$ cat src/rtl/parallel_to_serial.sv
// parallel_to_serial: accepts a word over valid/ready and shifts it out one bit per CLKS_PER_BIT clocks,
// then pulses latchStrobe so the downstream shift stage can present the word.
module parallel_to_serial #(
  parameter int WIDTH = 8,
  parameter int CLKS_PER_BIT = 1,
  parameter bit MSB_FIRST = 1'b1
) (
  input  logic             clock,
  input  logic             reset,
  input  logic [WIDTH-1:0] dataIn,
  input  logic             loadValid,
  output logic             loadReady,
  output logic             serialOut,
  output logic             shiftEnable,
  output logic             latchStrobe,
  output logic             busy
);
  localparam int BW = $clog2(WIDTH + 1);
  localparam int DW = $clog2(CLKS_PER_BIT) + 1;
  localparam logic [BW-1:0] LAST_BIT = BW'(WIDTH - 1);
  localparam logic [DW-1:0] LAST_DIV = DW'(CLKS_PER_BIT - 1);
  typedef enum logic [1:0] {IDLE, SHIFT, LATCH} state_t;
  state_t state, state_n;
  logic [WIDTH-1:0] sreg, sreg_n, sreg_sh;
  logic [BW-1:0] bcnt, bcnt_n;
  logic [DW-1:0] div, div_n;
  logic accept, tick;
  always_comb begin
    accept = (state == IDLE) && loadValid;
    tick = (state == SHIFT) && (div == LAST_DIV);
    sreg_sh = MSB_FIRST ? {sreg[WIDTH-2:0], 1'b0} : {1'b0, sreg[WIDTH-1:1]};
    state_n = accept ? SHIFT : (tick && bcnt == LAST_BIT) ? LATCH : (state == LATCH) ? IDLE : state;
    sreg_n = accept ? dataIn : tick ? sreg_sh : sreg;
    bcnt_n = accept ? '0 : tick ? bcnt + BW'(1) : bcnt;
    div_n = (accept || tick) ? '0 : (state == SHIFT) ? div + DW'(1) : div;
  end
  // Outputs are registered from the next-state values so they line up with the state they describe.
  always_ff @(posedge clock) begin
    if (reset) begin
      state <= IDLE;
      sreg <= '0;
      bcnt <= '0;
      div <= '0;
      loadReady <= 1'b1;
      busy <= 1'b0;
      serialOut <= 1'b0;
      shiftEnable <= 1'b0;
      latchStrobe <= 1'b0;
    end else begin
      state <= state_n;
      sreg <= sreg_n;
      bcnt <= bcnt_n;
      div <= div_n;
      loadReady <= state_n == IDLE;
      busy <= state_n != IDLE;
      serialOut <= (state_n == SHIFT) && (MSB_FIRST ? sreg_n[WIDTH-1] : sreg_n[0]);
      shiftEnable <= (state_n == SHIFT) && (div_n == LAST_DIV);
      latchStrobe <= state_n == LATCH;
    end
  end
endmodule

$ cat config.mk
export PLATFORM = sky130hd
export DESIGN_NAME = parallel_to_serial
export DESIGN_NICKNAME = d
export VERILOG_FILES = /design/src/rtl/parallel_to_serial.sv
export SDC_FILE = /design/constraint.sdc
export NUM_CORES = 1
export LEC_CHECK = 0
export CAP_MARGIN = 15
export CORE_MARGIN = 3
export CORE_UTILIZATION = 52
export CTS_BUF_LIST = sky130_fd_sc_hd__clkbuf_8
export CTS_CLUSTER_DIAMETER = 30
export CTS_CLUSTER_SIZE = 24
export DETAILED_ROUTE_END_ITERATION = 12
export MAX_ROUTING_LAYER = met4
export PLACE_DENSITY = 0.81
export RECOVER_POWER = 25
export REMOVE_ABC_BUFFERS = 1
export SYNTH_ARGS = -nofsm -noshare
export SYNTH_HDL_FRONTEND = slang
export SYNTH_SLANG_ARGS = --single-unit
$ cat constraint.sdc
create_clock -name clock -period 2 [get_ports clock]
set_input_delay 0.5 -clock clock [delete_from_list [all_inputs] [get_ports clock]]
set_output_delay 0.5 -clock clock [all_outputs]
set_load 0.05 [all_outputs]
* After elaboration in Yosys (flattened, before gate mapping) *
Cells that the tools add are included.

storage, ports and cells
  logic and storage cells = 37
  output and inout port bits = 5
  bits in registers = 20
  input bits = 11

cells by class
  reductions and logical operators = 11
  bitwise operators = 2
  muxes and demuxes = 7
  eq/ne operators = 5
  add/sub/neg operators = 2

operators with widths
  operator                                                               count
  8-bit 2-to-1 mux                                                       2
  2-bit 2-to-1 mux                                                       3
  1-bit logical AND                                                      5
  4-bit by 1-bit adder with 4-bit output, second input constant          1
  2-bit by 1-bit equality test with 1-bit output, second input constant  2
  2-bit equality test, second input constant                             2
  4-bit by 3-bit equality test with 1-bit output, second input constant  1
  2-bit zero test                                                        2
  2-bit nonzero test                                                     2
  1-bit 2-to-1 mux                                                       2
  1-bit inverter                                                         2
  2-bit OR reduction                                                     1
  1-bit adder, second input constant                                     1
  1-bit logical OR                                                       1

* Depth between registers and ports, before layout *
  depth after elaboration = 7
  mapped depth = 8
  depth with buffers taken out = 6

* Least setup slack after synthesis *
No wires, ideal clock.

  path type = reg-to-reg
  from = register state[0]
  to = register sreg[3]
  buffers on the path = 2
  library setup time = 0.140 ns
  arrival time = 1.347 ns
  setup slack = 0.513 ns
  data required time = 1.860 ns
  period minus slack after synthesis = 1.487 ns
  stages on the path, launching flop included = 8
  cells stage by stage = dfxtp_1 > inv_1 > nor2_1 > ha_1 > buf_2 > buf_2 > mux2i_1 > a211oi_2

between the ends
  longest elaborated chain between the ends = 3
  elaborated cells on any way between the ends = 6
  classes of those cells = 1 x eq/ne; 1 x mux; 4 x reduce/logical

RTL lines
  item                                                                               line    text
  start, declared                                                                    23      state_t state, state_n;
  start signal, assigned                                                             50      state <= state_n;
  2-bit by 1-bit equality test with 1-bit output or 2-bit zero test (tied branches)  30, 29
  1-bit logical AND (on tied branches)                                               30, 29
  2-bit nonzero test (no source line) or 8-bit 2-to-1 mux (tied branches)            --
  end signal, assigned                                                               51      sreg <= sreg_n;
  end, declared                                                                      24      logic [WIDTH-1:0] sreg, sreg_n, sreg_sh;

Parallel ways exist; a longest one is shown, timed or not.
A chain may end at the register's enable or synchronous reset.

* Final worst setup path *
  from = register busy
  to = output busy

RTL lines
  item                    line  text
  start, declared         16    output logic busy
  start signal, assigned  45    busy <= 1'b0;
  start signal, assigned  55    busy <= state_n != IDLE;

No word-level cell between the ends.

==> flow_summary.toml <==
[floorplan]
start_util = 0.596
ioPinCount = 16
coreArea_um2 = 1420
dieArea_um2 = 2140
fp.dieH_um = 46.3
num_rows = 13
die_w_um = 46.3

[yosys]
synthMuxAreaShare = 0.0964
synth_edf_count = 0
synth_top_family_by_area = "simple AND/OR/NAND/NOR gates"
netlist_area_um2 = 843
synth_cells = 83
synth_cell_types = 27
synthXorXnorAreaFrac = 0.0312
synth_compound_area_frac = 0.141
yosysTopAreaCell = "dfxtp_1"
ys_ff_latch = 20
netlist.area_leader.share = 0.475
synth_area_leaders = "dfxtp_1 (47%), a211oi_2 (8.9%), mux2i_1 (8.3%), nor2_1 (5.8%), a21oi_1 (3.0%)"
ys_seq_area_frac = 0.475
synth-main-ff-cell = "dfxtp_1"
synthAdderAreaFrac = 0.0297
syn_avg_cell_area_um2 = 10.2
synth_warnings = 0
synthArstFlopShare = 0
synthSimpleGateAreaFrac = 0.160

[worst_setup_path]
worst-endpoint-required_ps = 1500
path_cells = "clkdlybuf4s50_1"
critical-path-top-delay-family = "buffers and inverters"
cp_max_fo = 1
start_kind = "flop"
worstPathArrival_ps = 1350
crit_buf_inv = 1
criticalPathCategory = "flop to output port"
end_kind = "output port"
cpMaxStageDelayCell = "clkdlybuf4s50_1"
critPathMaxStageDelay_ps = 800

[timing]
maxClockFrequency_mhz = 540
tightest_slew_ps = 502
skew_ps = 1.34
period_minus_slack_ps = 1850
setup_viol = 0
slew_headroom = 0.664
finalSetupTns_ps = 0
grt_setup_unrepaired = "no"
finalMaxSlewViolations = 0
finalHoldViolCount = 0
min_period_over_period = 0.926

[clocking]
htree_levels = 1
ctsResizeCount = 0
clk_pin_slew_ps = 70
numCtsBuffers = 3
cts_sinks = 20
root_buffer = "clkbuf_8"
postCtsSetupRepairBufs = 0
clkLatencyLatePin_ps = 250
hold_buffers = 0
cts_tree = "yes"
cts_max_path_buffers = 2

[route]
wl_per_cell_um = 12.3
first_iter_violations = 12
drt-pass1-iter-count = 4
final_antenna_net_count = 0
wirelength_um = 1440
via_per_inst = 5.46
vias = 639
drc_errors = 0

[global_route]
grt_max_degree = 14
grt_pass1_vias = 555
grt_first_pass_wirelength_um = 2370
grtUsageTotal = 0.163
grt_antenna_before_repair = 0
grt-ovfl-total = 0

[cells_and_area]
nets = 116
antenna_cells = 0
area_growth_pct = 24.9
drive_gt1_frac = 0.147
final_core_util = 0.744

[pwr]
power-per-cell-area_nw_per_um2 = 840
peakVddDrop_v = 0.000636
power_leakage_nw = 0.404

[placement]
hpwlAfterDp_um = 1100
portBuffers = 15
place.gp.congestion = 0.819

[flow_run]
drv_cap = 0

[status]
status = "complete, no violations"

[hold_path]
hp-class = "flop to flop"
==> cell type report <==
type,count,area (um^2)
Clock buffer,4,55.1
Sequential cell,20,400
Fill cell,112,362
Tap cell,15,18.8
Multi-Input combinational cell,55,387
Timing Repair Buffer,20,181
Inverter,3,11.3
==> placed cells by master (no fill, tap or decap), drive strengths merged, types with 2 or more instances in the layout <==
cell type	count
ha	2
nor2	13
dfxtp	20
mux2i	7
clkbuf	6
buf	3
inv	3
clkdlybuf4s50	14
nand2b	2
xor2	2
a21oi	5
a211oi	6
nand2	5
==> worst paths after layout <==
| kind | startpoint | depth (start not counted) | end | slack (ps) |
|---|---|---|---|---|
| max | busy$_SDFF_PP0_ | 1 | busy | 150 |
| min | sreg[0]$_SDFFE_PP0P_ | 2 | sreg[0]$_SDFFE_PP0P_ | 500 |
| max reg2reg | state[0]$_SDFF_PP0_ | 7 | serialOut$_SDFF_PP0_ | 380 |
| min reg2reg | sreg[0]$_SDFFE_PP0P_ | 2 | sreg[0]$_SDFFE_PP0P_ | 500 |
==> synth_stat cells (2+ instances only) <==
master	n
mux2i_1	7
nand2_1	5
dfxtp_1	20
a21oi_1	5
xor2_1	2
nor2_1	13
inv_1	3
nand2b_1	2
buf_2	2
a211oi_2	6
ha_1	2
==> per-stage QoR <==
| step | cell area (um^2) | worst slack [ps] | cells | hold WS (ps) | total power (W) |
|---|---|---|---|---|---|
| 2_1_floorplan | 798 | 300 | 78 | 456 | 0.000538 |
| 3_3_place_gp | 1000 | 168 | 113 | 478 | 0.000595 |
| 3_5_place_dp | 1000 | 122 | 113 | 487 | 0.000599 |
| 4_1_cts | 1060 | 133 | 117 | 499 | 0.000896 |
| 5_1_grt | 1050 | 110 | 117 | 530 | 0.000927 |
| 6_report | 1050 | 147 | 117 | 496 | 0.000884 |
==> power by group <==
group / internal, W / leakage, nW / switching [W] / total [W]
sequential: 0.000423 / 0.164 / 0.0000133 / 0.000437
clock: 0.000175 / 0.0288 / 0.000122 / 0.000297
combinational: 0.0000709 / 0.211 / 0.0000801 / 0.000151
total: 0.000669 / 0.404 / 0.000215 / 0.000884
==> cells by family (layout without fill, tap and decap cells) <==
| family | count (synthesis) | in the layout |
|---|---|---|
| AND/OR/NAND/NOR | 28 | 28 |
| AO/OA/AOI/OAI | 14 | 14 |
| buffers and inverters | 8 | 27 |
| adder cells (fa/ha/maj) | 2 | 2 |
| flip-flops | 20 | 20 |
| multiplexers | 8 | 8 |
| XOR/XNOR | 3 | 3 |
==> registers in the layout, summed over array words and instances (netlist names) <==
| name | cells |
|---|---|
| sreg | 8 |
| busy | 1 |
| bcnt | 4 |
| serialOut | 1 |
| state | 2 |
| latchStrobe | 1 |
| shiftEnable | 1 |
| div | 1 |
| loadReady | 1 |
==> layer usage <==
| layer | track usage | wire (um) |
|---|---|---|
| met1 | 0.188 | 654 |
| met2 | 0.269 | 724 |
| met3 | 0.0352 | 54 |
| met4 | 0.0682 | 6 |
| met5 | - | 0 |
Power figures use the tool's default switching activity.
